File: src/rtl/ext_pkg.sv
// Shared definitions for the pipelined ARM immediate extender: ImmSrc encodings,
// rotate-field position and the 32-bit rotate helper.
package ext_pkg;

    localparam int IMM_W   = 32;
    localparam int ROT_LSB = 8;
    localparam int ROT_MSB = 11;
    localparam int ROT_W   = ROT_MSB - ROT_LSB + 1;

    typedef enum logic [2:0] {
        DP_IMM8 = 3'b000,
        DP_ROT  = 3'b001,
        MEM12   = 3'b010,
        MEM_H8  = 3'b011,
        BRANCH  = 3'b100
    } imm_src_e;

    // Rotate right within 32 bits; a zero amount returns the value unchanged.
    function automatic logic [IMM_W-1:0] ror32(input logic [IMM_W-1:0] v,
                                              input logic [4:0]       sh);
        return IMM_W'({v, v} >> sh);
    endfunction

endpackage

File: src/rtl/ext_stage.sv
// One elastic register stage: valid/ready handshake with a W-bit payload.
module ext_stage #(
    parameter int W = 8
) (
    input  logic         clk,
    input  logic         reset,
    input  logic         in_valid,
    output logic         in_ready,
    input  logic [W-1:0] in_data,
    output logic         out_valid,
    input  logic         out_ready,
    output logic [W-1:0] out_data
);

    // Empty or draining this cycle: the register can take a new word.
    assign in_ready = !out_valid || out_ready;

    always_ff @(posedge clk) begin
        if (reset) begin
            out_valid <= 1'b0;
            out_data  <= '0;
        end else if (in_ready) begin
            out_valid <= in_valid;
            if (in_valid) out_data <= in_data;
        end
    end

endmodule

File: src/rtl/ext_imm_pipe.sv
// Pipelined ARM immediate extender with valid/ready flow control.
// Optional macro IMM_CARRY_EN adds the shifter carry-out path (c_in -> c_out).
module ext_imm_pipe
    import ext_pkg::*;
#(
    parameter int DATA_W      = 32,
    parameter int INSTR_W     = 24,
    parameter int PIPE_STAGES = 2
) (
    input  logic               clk,
    input  logic               reset,
    input  logic               in_valid,
    output logic               in_ready,
    input  logic [INSTR_W-1:0] Instr,
    input  logic [2:0]         ImmSrc,
    input  logic               c_in,
    output logic               out_valid,
    input  logic               out_ready,
    output logic [DATA_W-1:0]  ExtImm,
    output logic               ExtErr,
    output logic               c_out
);

`ifdef IMM_CARRY_EN
    localparam int CW = 1;
`else
    localparam int CW = 0;
`endif
    localparam int FW = DATA_W + 1 + CW;

    logic [DATA_W-1:0] sel_val;
    logic [ROT_W-1:0]  sel_rot;
    logic              sel_err;

    // Form selection; only DP_ROT carries a non-zero rotate amount forward.
    always_comb begin
        sel_val = '0;
        sel_rot = '0;
        sel_err = 1'b0;
        case (ImmSrc)
            DP_IMM8: sel_val = DATA_W'(Instr[7:0]);
            DP_ROT: begin
                sel_val = DATA_W'(Instr[7:0]);
                sel_rot = Instr[ROT_MSB:ROT_LSB];
            end
            MEM12:   sel_val = DATA_W'(Instr[11:0]);
            MEM_H8:  sel_val = DATA_W'({Instr[11:8], Instr[3:0]});
            BRANCH:  sel_val = {{(DATA_W-INSTR_W-2){Instr[INSTR_W-1]}}, Instr, 2'b00};
            default: sel_err = 1'b1;
        endcase
    end

    logic [DATA_W-1:0] f_val_i, f_val;
    logic [ROT_W-1:0]  f_rot_i;
    logic              f_err_i, f_c_i, f_c;
    logic              f_valid, f_ready;
    logic [IMM_W-1:0]  rot32;

    // Rotation step; non-rotated forms pass through untouched (keeps branch sign bits).
    always_comb begin
        rot32 = ror32(f_val_i[IMM_W-1:0], {f_rot_i, 1'b0});
        f_val = f_val_i;
        f_c   = f_c_i;
        if (f_rot_i != '0) begin
            f_val = DATA_W'(rot32);
            f_c   = rot32[IMM_W-1];
        end
    end

    generate
        if (PIPE_STAGES == 2) begin : g_two
            localparam int PW = DATA_W + ROT_W + 1 + CW;
            logic [PW-1:0] s1_d, s1_q;

`ifdef IMM_CARRY_EN
            assign s1_d  = {c_in, sel_err, sel_rot, sel_val};
            assign f_c_i = s1_q[PW-1];
`else
            assign s1_d  = {sel_err, sel_rot, sel_val};
            assign f_c_i = 1'b0;
`endif
            assign f_val_i = s1_q[DATA_W-1:0];
            assign f_rot_i = s1_q[DATA_W+ROT_W-1:DATA_W];
            assign f_err_i = s1_q[DATA_W+ROT_W];

            ext_stage #(.W(PW)) u_s1 (
                .clk       (clk),
                .reset     (reset),
                .in_valid  (in_valid),
                .in_ready  (in_ready),
                .in_data   (s1_d),
                .out_valid (f_valid),
                .out_ready (f_ready),
                .out_data  (s1_q)
            );
        end else begin : g_one
            assign f_valid  = in_valid;
            assign in_ready = f_ready;
            assign f_val_i  = sel_val;
            assign f_rot_i  = sel_rot;
            assign f_err_i  = sel_err;
`ifdef IMM_CARRY_EN
            assign f_c_i    = c_in;
`else
            assign f_c_i    = 1'b0;
`endif
        end
    endgenerate

    logic [FW-1:0] fin_d, fin_q;

`ifdef IMM_CARRY_EN
    assign fin_d = {f_c, f_err_i, f_val};
    assign c_out = fin_q[DATA_W+1];
`else
    logic unused_carry;
    assign unused_carry = ^{c_in, f_c};
    assign fin_d = {f_err_i, f_val};
    assign c_out = 1'b0;
`endif

    ext_stage #(.W(FW)) u_out (
        .clk       (clk),
        .reset     (reset),
        .in_valid  (f_valid),
        .in_ready  (f_ready),
        .in_data   (fin_d),
        .out_valid (out_valid),
        .out_ready (out_ready),
        .out_data  (fin_q)
    );

    assign ExtImm = fin_q[DATA_W-1:0];
    assign ExtErr = fin_q[DATA_W];

endmodule

File: config.mk
export PLATFORM = sky130hd
export DESIGN_NAME = ext_imm_pipe
export DESIGN_NICKNAME = d
export VERILOG_FILES = /design/src/rtl/ext_pkg.sv /design/src/rtl/ext_stage.sv /design/src/rtl/ext_imm_pipe.sv
export SDC_FILE = /design/constraint.sdc
export NUM_CORES = 1
export LEC_CHECK = 0
export BUFFER_PORTS_ARGS = -buffer_cell sky130_fd_sc_hd__buf_2
export CAP_MARGIN = 20
export CORE_MARGIN = 3
export CORE_UTILIZATION = 50
export CTS_CLUSTER_SIZE = 20
export DETAILED_ROUTE_END_ITERATION = 6
export PLACE_DENSITY = 0.7
export SLEW_MARGIN = 20
export SYNTH_ARGS = -nofsm -noshare
export SYNTH_HDL_FRONTEND = slang
export SYNTH_HIERARCHICAL = 1
export SYNTH_SLANG_ARGS = --single-unit
File: constraint.sdc
create_clock -name clk -period 2.45 [get_ports clk]
set_input_delay 0.1225 -clock clk [delete_from_list [all_inputs] [get_ports clk]]
set_output_delay 0.1225 -clock clk [all_outputs]
set_load 0.01 [all_outputs]
==> results of run 1 <==
-- cell usage after synthesis, drive strengths merged (19+ instances only) --
library cell / count
a21bo: 70
mux2i: 33
dfxtp: 72
buf: 48
clkbuf: 22
a21oi: 76
mux2: 28
nor2: 37
nand3: 71
and2: 19
a22oi: 29
a221oi: 32
-- per-layer routing --
metal | GRT usage [%] | share of wire, % | up-vias
met2 | 39.5 | 47 | 150
met5 | 0 | 0 | -
met4 | 8.73 | 2.6 | 0
li1 | - | - | 2305
met1 | 32.1 | 45 | 2301
met3 | 3.82 | 4.9 | 28
-- sequential cells by signal, indices dropped and copies added, names as in the netlist --
register              count
g_two.u_s1/out_data      37
g_two.u_s1/out_valid      1
u_out/out_data           33
u_out/out_valid           1
-- worst paths after layout --
check             slack (ns)                      end  cells past startpoint               startpoint
hold / removal          0.15  g_two.u_s1/out_data[21]                      4                Instr[19]
setup reg to reg        0.20       u_out/out_data[10]                      7  g_two.u_s1/out_data[33]
hold reg to reg         0.48       u_out/out_data[32]                      2  g_two.u_s1/out_data[36]
setup / recovery        0.20       u_out/out_data[10]                      7  g_two.u_s1/out_data[33]
-- cell type report --
type                       instances  area (um^2)
timing repair buffer              81          495
clock buffer                       9          124
inverter                           5         18.8
sequential                        72         1440
fill                             997         4600
clock inverter                     7         61.3
tap                              136          170
multi-input combinational        462         3460
-- logic make-up (layout without fill, tap and decap cells) --
family          Yosys count  after routing
buf+inv                  75            102
other cells               1              1
simple gates            170            170
flops                    72             72
mux                      66             66
compound gates          225            225
-- worst max-delay path: stages, from the launching register on --
cell      delay, ns
dfxtp_1        0.36
buf_4          0.27
nor2b_1        0.76
a22oi_1        0.20
nand2_1        0.15
a221oi_1       0.17
nand3_1        0.18
a21oi_2        0.06
-- metrics by stage --
| step | hold slack, ns | std cells | setup slack, ns | instance area [um^2] | power [uW] |
|---|---|---|---|---|---|
| finish | 0.149 | 772 | 0.195 | 5770 | 2580 |
| global route | 0.161 | 772 | 0.0225 | 5770 | 2690 |
| CTS | 0.136 | 772 | 0.260 | 5770 | 2590 |
| detailed placement | 0.474 | 756 | 0.277 | 5580 | 1660 |
| global placement | 0.473 | 756 | 0.332 | 5580 | 1650 |
| floorplan | 0.376 | 609 | 0.536 | 5340 | 1550 |
-- where the power goes --
group | switching [uW] | internal, uW
logic | 247 | 163
registers | 28.0 | 1200
clock network | 552 | 389
total | 827 | 1750
==> impl_metrics.py, run 1 <==
metrics = {
    "final_layout": {
        "diodes": 0,
        "final_cell_mix": "nand3_1 (71), dfxtp_1 (71), buf_2 (65), a21oi_1 (42), nor2_1 (37)",
        "utilization_pct": 55.6,
        "syn2layout_area_growth_pct": 7.96,
        "fin_nets": 663,
        "drive_gt1_share_pct": 32.2,
    },
    "sta": {
        "skew_ns": 0.0138,
        "slew_headroom_pct": 39.5,
        "worstMarginPinSlew_ns": 0.905,
        "grt_setup_unrepaired": "no",
        "tns_ns": 0,
        "finalHoldViolCount": 0,
        "period_share_pct": 92.0,
        "setup_viol": 0,
        "drv_slew": 0,
        "period_needed_ns": 2.25,
        "max_freq_mhz": 444,
    },
    "clock_tree": {
        "clk_pin_slew_ns": 0.10,
        "cts_setup_buffers": 0,
        "ctsResizeCount": 0,
        "cts_root_buf": "clkbuf_8",
        "cts-htree-levels": 3,
        "clk_latency_ns": 0.36,
        "clk_path_buf_depth": 2,
        "cts_tree": "done",
        "cts_num_sinks": 72,
        "postCtsHoldBufs": 0,
        "numCtsBuffers": 9,
    },
    "route": {
        "ant_nets": 0,
        "drt-total-wl_um": 14300,
        "vias": 4784,
        "vias_per_cell": 6.20,
        "wire_per_inst_um": 18.6,
        "initialDrtViolationCount": 399,
        "dr.pass1.iters": 5,
        "drc": 0,
    },
    "grt": {
        "grt_overflow_total": 0,
        "grt_pass1_vias": 4376,
        "track_usage_pct": 24.1,
        "grt_max_degree": 76,
        "antenna_found_initial": 0,
        "grt_first_pass_wirelength_um": 22800,
    },
    "synthesis": {
        "ys_ff_latch": 72,
        "synth_largest_area_cell": "dfxtp_1",
        "synthCells": 609,
        "synthAdderAreaFrac_pct": 0,
        "synth_top_family_by_area": "compound AO/OA/AOI/OAI gates",
        "synthTopCellsByArea": "dfxtp_1 (27%), a21bo_2 (6.7%), nand3_1 (6.6%), a21bo_1 (6.4%), mux2i_1 (6.2%)",
        "ys_seq_area_share_pct": 27.0,
        "synth-edff-count": 0,
        "synth-simple-area-share_pct": 16.2,
        "syn_area_um2": 5340,
        "yosysUniqueCellTypes": 36,
        "synth_ff_type": "dfxtp_1",
        "netlist.area_leader.share_pct": 27.0,
        "synth_compound_area_share_pct": 34.3,
        "muxShareOfSynthArea_pct": 14.2,
        "synth-xor-area-share_pct": 0,
        "syn_avg_cell_area_um2": 8.77,
        "async_flop_share_pct": 0,
        "synth_fp_nets": 641,
        "yosys_warnings": 6,
    },
    "die": {
        "rows": 37,
        "die_y_um": 109,
        "initial_core_util_pct": 51.5,
        "coreArea_um2": 10400,
        "ios": 68,
        "die_x_um": 109,
        "die_area_um2": 12000,
    },
    "power_and_ir_drop": {
        "p_leak_uw": 0.00199,
        "powerDensity_nw_per_um2": 447,
        "ir_worst_vdd_mv": 0.293,
    },
    "critical_path": {
        "crit_type": "register to register",
        "start_kind": "register",
        "cp.arrival_ns": 2.51,
        "critPathCaptureType": "register",
        "cp.required_ns": 2.71,
        "critPathMaxFanout": 17,
    },
    "place": {
        "hpwl_um": 9880,
        "gp_congestion": 0.993,
        "portBuffers": 65,
    },
    "flow_run": {
        "max_cap_viol_count": 0,
    },
    "worst_hold_path": {
        "min_path_type": "input port to register",
    },
    "status": {
        "status": "finished, final reports clean",
    },
}
(Power assumes the default switching activity.)
==> inputs of run 2 (changes only) <==
--- a/config.mk
+++ b/config.mk
@@ -5,6 +5,7 @@
 export SDC_FILE = /design/constraint.sdc
 export NUM_CORES = 1
 export LEC_CHECK = 0
+export ABC_CLOCK_PERIOD_IN_PS = 2450
 export BUFFER_PORTS_ARGS = -buffer_cell sky130_fd_sc_hd__buf_2
 export CAP_MARGIN = 20
 export CORE_MARGIN = 3
==> constraint.sdc (replaced) <==
create_clock -name clk -period 2.45 [get_ports clk]
set_input_delay 0 -clock clk [delete_from_list [all_inputs] [get_ports clk]]
set_output_delay 0 -clock clk [all_outputs]
set_load 0.01 [all_outputs]
==> run 2 against run 1 <==
Sequential share of layout area fell by 0.28 points. Highest routed layer unchanged. Final area up 1.1%. Core utilization up 0.63 points. Largest cell class unchanged. Clock power rose by 2.3%.
==> impl_metrics.py, run 2 (synthesis gave the netlist of run 1 again) <==
metrics = {
    "status": {
        "status": "finished, final reports clean",
    },
    "worst_hold_path": {
        "holdPathStages": 4,
        "min_to": "g_two.u_s1/out_data[19]",
        "min_path_type": "input port to register",
        "hold_path_startpoint": "Instr[17]",
    },
    "sta": {
        "setup_viol": 0,
        "period_share_pct": 96.6,
        "grt_setup_unrepaired": "yes",
        "drv_slew": 0,
        "max_freq_mhz": 423,
        "slew_headroom_pct": 41.3,
        "skew_ns": 0.0124,
        "period_needed_ns": 2.37,
        "finalHoldViolCount": 0,
        "worstMarginPinSlew_ns": 0.878,
        "hold_ws_ns": 0.0164,
    },
    "grt": {
        "track_usage_pct": 25.4,
        "grt_max_degree": 70,
        "grt_overflow_total": 0,
        "antenna_found_initial": 0,
        "grt_pass1_vias": 4392,
        "grt_first_pass_wirelength_um": 23500,
    },
    "die": {
        "initial_core_util_pct": 51.5,
        "ios": 68,
        "die_y_um": 109,
        "die_x_um": 109,
        "die_area_um2": 12000,
        "rows": 37,
        "coreArea_um2": 10400,
    },
    "critical_path": {
        "start_kind": "register",
        "worstPathCellList": "buf_4 -> inv_1 -> o311a_1 -> a221oi_1 -> buf_4 -> nand3_1 -> a21oi_2",
        "slowest_stage": "a221oi_1",
        "path_common_cell": "buf_4",
        "critPathCaptureType": "register",
        "reg2reg_slack_ns": 0.08,
        "cp.required_ns": 2.77,
        "slowest_delay_ns": 0.57,
        "crit_type": "register to register",
        "rr_startpoint": "g_two.u_s1/out_data[33]",
        "critPathMaxFanout": 9,
        "rr_endpoint": "u_out/out_data[12]",
        "cp.arrival_ns": 2.68,
        "reg2reg_depth": 7,
    },
    "flow_run": {
        "max_cap_viol_count": 0,
    },
    "final_layout": {
        "top_register": "g_two.u_s1/out_data",
        "diodes": 0,
        "utilization_pct": 56.3,
        "fin_nets": 673,
        "drive_gt1_share_pct": 33.0,
        "reg_top3": "g_two.u_s1/out_data x37, u_out/out_data x33",
        "largest_reg_flops": 37,
        "syn2layout_area_growth_pct": 9.18,
        "final_area_um2": 5830,
        "final_cell_mix": "nand3_1 (71), dfxtp_1 (71), buf_2 (65), a21oi_1 (42), nor2_1 (37)",
    },
    "place": {
        "portBuffers": 65,
        "hpwl_um": 10300,
        "gp_congestion": 0.997,
        "placed_area_um2": 5620,
    },
    "clock_tree": {
        "cts_root_buf": "clkbuf_8",
        "cts-htree-levels": 3,
        "numCtsBuffers": 9,
        "clk_path_buf_depth": 2,
        "cts_tree": "done",
        "clk_pin_slew_ns": 0.09,
        "clk_latency_ns": 0.37,
        "cts_num_sinks": 72,
        "cts_setup_buffers": 0,
    },
    "route": {
        "ant_nets": 0,
        "dr.pass1.iters": 6,
        "drt-total-wl_um": 14600,
        "vias": 4743,
        "initialDrtViolationCount": 439,
        "vias_per_cell": 6.07,
        "drc": 0,
        "wire_per_inst_um": 18.7,
    },
    "power_and_ir_drop": {
        "comb_power_share_pct": 16.1,
        "p_seq_share_pct": 47.0,
        "clkPwrFrac_pct": 36.9,
        "switching_power_uw": 775,
        "ir_worst_vdd_mv": 0.311,
        "p_int_uw": 1840,
        "p_leak_uw": 0.00203,
        "switching_share_pct": 29.7,
        "powerDensity_nw_per_um2": 448,
    },
}
## run 2: metrics by stage
| step | setup WS [ns] | setup TNS, ns | total power (uW) | cells |
|---|---|---|---|---|
| floorplan | 0.536 | 0 | 1550 | 609 |
| global placement | 0.135 | 0 | 1660 | 764 |
| detailed placement | 0.133 | 0 | 1670 | 764 |
| CTS | 0.115 | 0 | 2630 | 782 |
| global route | -0.0203 | -0.0402 | 2720 | 782 |
| finish | 0.0834 | 0 | 2610 | 782 |
## run 2: critical path, delay by kind of cell, from the launching register on
kind                   cells  cell delay [ns]
AO/OA/AOI/OAI              3             1.14
flip-flops                 1             0.48
buffers and inverters      3             0.61
AND/OR/NAND/NOR            1             0.08
## run 2: timing repair
item | in CTS | in global routing
hold buffers | 2 | 0
hold endpoints to repair | 2 | 0
resized for setup | 0 | 0
setup endpoints to repair | 0 | 2
## run 2: layer usage
metal	vias up	GRT usage, %	part of all wire, %
met5	-	0	0
met4	0	12.4	3.4
met3	37	4.05	5.2
met2	140	38.2	45
met1	2251	35.3	47
li1	2315	-	-
## run 2: worst max-delay path by stage
| stage | from | end | slack (ns) | cells after the start |
|---|---|---|---|---|
| after floorplan | g_two.u_s1/out_data[33] | u_out/out_data[30] | 0.54 | 9 |
| after global routing | g_two.u_s1/out_data[33] | u_out/out_data[19] | -0.02 | 7 |
| final | g_two.u_s1/out_data[33] | u_out/out_data[12] | 0.08 | 7 |
| after detailed placement | g_two.u_s1/out_data[33] | u_out/out_data[12] | 0.13 | 7 |
| after CTS | g_two.u_s1/out_data[33] | u_out/out_data[12] | 0.11 | 7 |
| after global placement | g_two.u_s1/out_data[34] | u_out/out_data[12] | 0.14 | 7 |
## run 2: power by group through the flow
stage | registers [uW] | logic, uW | clock network [uW]
3_3_place_gp | 1250 | 409 | 0
4_1_cts | 1230 | 415 | 987
2_1_floorplan | 1250 | 305 | 0
3_5_place_dp | 1250 | 412 | 0
5_1_grt | 1230 | 461 | 1030
6_report | 1230 | 419 | 964
## run 2: cell type report
class                   instances  area (um^2)
clock inverters                 7         71.3
fillers                       982         4540
repair buffers                 91          551
multi-input cells             462         3460
flip-flops and latches         72         1440
well taps                     136          170
clock buffers                   9          124
inverters                       5         18.8
==> inputs of run 3 (changes only) <==
--- a/config.mk
+++ b/config.mk
@@ -12,6 +12,7 @@
 export CORE_UTILIZATION = 50
 export CTS_CLUSTER_SIZE = 20
 export DETAILED_ROUTE_END_ITERATION = 6
+export GPL_TIMING_DRIVEN = 0
 export PLACE_DENSITY = 0.7
 export SLEW_MARGIN = 20
 export SYNTH_ARGS = -nofsm -noshare
==> run 3 against run 2 <==
Sequential power about the same. Largest cell class unchanged. Highest routed layer unchanged. Maximum frequency is 0.95% higher. Clock skew shrank 0.0040 ns.
==> impl_metrics.py, run 3 (synthesis gave the netlist of run 1 again) <==
metrics = {
    "status": {
        "status": "finished, final reports clean",
    },
    "route": {
        "drc": 0,
        "vias_per_cell": 6.32,
        "initialDrtViolationCount": 610,
        "vias": 5211,
        "wire_per_inst_um": 20.9,
        "ant_nets": 0,
        "dr.pass1.iters": 6,
        "drt-total-wl_um": 17200,
    },
    "clock_tree": {
        "numCtsBuffers": 9,
        "cts_setup_buffers": 0,
        "clk_pin_slew_ns": 0.08,
        "cts-htree-levels": 3,
        "cts_root_buf": "clkbuf_8",
        "cts_tree": "done",
        "clk_latency_ns": 0.35,
        "clk_path_buf_depth": 2,
        "cts_num_sinks": 72,
    },
    "critical_path": {
        "reg2reg_slack_ns": 0.11,
        "crit_type": "register to register",
        "cp.arrival_ns": 2.64,
        "start_kind": "register",
        "cp.required_ns": 2.75,
        "critPathMaxFanout": 10,
        "critPathCaptureType": "register",
    },
    "final_layout": {
        "syn2layout_area_growth_pct": 14.3,
        "final_cell_mix": "buf_2 (85), dfxtp_1 (72), nand3_1 (71), a21oi_1 (42), nor2_1 (37)",
        "layout_commonest_cell": "buf_2",
        "multi_input_area_um2": 3510,
        "instances_no_fill": 824,
        "top_register": "g_two.u_s1/out_data",
        "fill_cells": 983,
        "diodes": 0,
        "largest_reg_flops": 37,
        "fin_nets": 716,
        "reg_top3": "g_two.u_s1/out_data x37, u_out/out_data x33",
        "final_area_um2": 6110,
        "drive_gt1_share_pct": 34.6,
        "seqCellArea_um2": 1440,
    },
    "sta": {
        "skew_ns": 0.00845,
        "period_share_pct": 95.7,
        "fin_ws_ns": 0.106,
        "setup_viol": 0,
        "max_freq_mhz": 427,
        "grt_setup_unrepaired": "no",
        "finalHoldViolCount": 0,
        "period_needed_ns": 2.34,
        "worstMarginPinSlew_ns": 0.629,
        "slew_headroom_pct": 58.0,
        "drv_slew": 0,
    },
    "place": {
        "dp_slack_ns": -0.150,
        "gp_congestion": 1.01,
        "hpwl_um": 13300,
        "placed_area_um2": 5830,
        "portBuffers": 63,
        "placed_cells": 808,
    },
    "die": {
        "coreArea_um2": 10400,
        "die_y_um": 109,
        "die_x_um": 109,
        "rows": 37,
        "initial_core_util_pct": 51.5,
        "die_area_um2": 12000,
        "ios": 68,
    },
    "grt": {
        "grt.met3_usage_pct": 4.35,
        "grt_first_pass_wirelength_um": 27000,
        "grt_max_degree": 13,
        "busiest_layer": "met2",
        "gr-usage-met1_pct": 39.3,
        "grt_pass1_vias": 5020,
        "antenna_found_initial": 0,
        "grt_overflow_total": 0,
        "track_usage_pct": 29.2,
        "gr-usage-met2_pct": 47.2,
    },
    "worst_hold_path": {
        "min_path_type": "input port to register",
    },
    "power_and_ir_drop": {
        "p_leak_uw": 0.00217,
        "ir_worst_vdd_mv": 0.305,
        "powerDensity_nw_per_um2": 440,
        "power.total_uw": 2690,
    },
    "flow_run": {
        "max_cap_viol_count": 0,
    },
}
## run 3: repair_timing
action / CTS / global route
resized for setup: 4 / 12
hold endpoints to repair: 8 / 0
hold buffers: 1 / 0
pin swaps: 0 / 1
setup endpoints to repair: 4 / 25
## run 3: per-layer routing
layer | up-vias | share of wire, % | wire [um]
met1 | 2521 | 43 | 7480
met2 | 234 | 46 | 7870
met3 | 48 | 7.2 | 1240
met4 | 0 | 3.6 | 625
met5 | - | 0 | 0
li1 | 2408 | - | -
## run 3: power by group
group / switching [uW] / total [uW] / internal [uW]
registers: 34.1 / 1230 / 1200
clock network: 473 / 995 / 523
logic: 276 / 461 / 185
## run 3: worst paths after layout
kind,startpoint,to,depth (start not counted)
hold reg to reg,g_two.u_s1/out_data[36],u_out/out_data[32],2
hold / removal,reset,g_two.u_s1/out_data[5],2
setup reg to reg,g_two.u_s1/out_data[33],u_out/out_data[12],7
setup / recovery,g_two.u_s1/out_data[33],u_out/out_data[12],7
## run 3: cell type report
class,instances,area share [%]
Clock inverter,4,0.840
Inverter,5,0.307
Clock buffer,11,2.48
Timing Repair Buffer,64,5.33
Sequential cell,72,23.6
Tap cell,136,2.79
Multi-Input combinational cell,462,57.5
Buffer,70,7.19
## run 3: critical path: stages (launching register included)
cell and delay [ns]:
dfxtp_1 0.32, buf_6 0.14, inv_1 0.11, clkbuf_1 0.51
mux4_2 0.42, a221oi_1 0.45, nand3_1 0.19, a21oi_2 0.14
## run 3: metrics by stage
| step | utilization, % | setup TNS (ns) | hold WS (ns) |
|---|---|---|---|
| 2_1_floorplan | - | 0 | 0.254 |
| 3_3_place_gp | 56.2 | -0.312 | 0.337 |
| 3_5_place_dp | 56.2 | -0.257 | 0.346 |
| 4_1_cts | 58.5 | 0 | 0.00523 |
| 5_1_grt | 58.9 | 0 | 0.0349 |
| 6_report | 58.9 | 0 | 0.0257 |
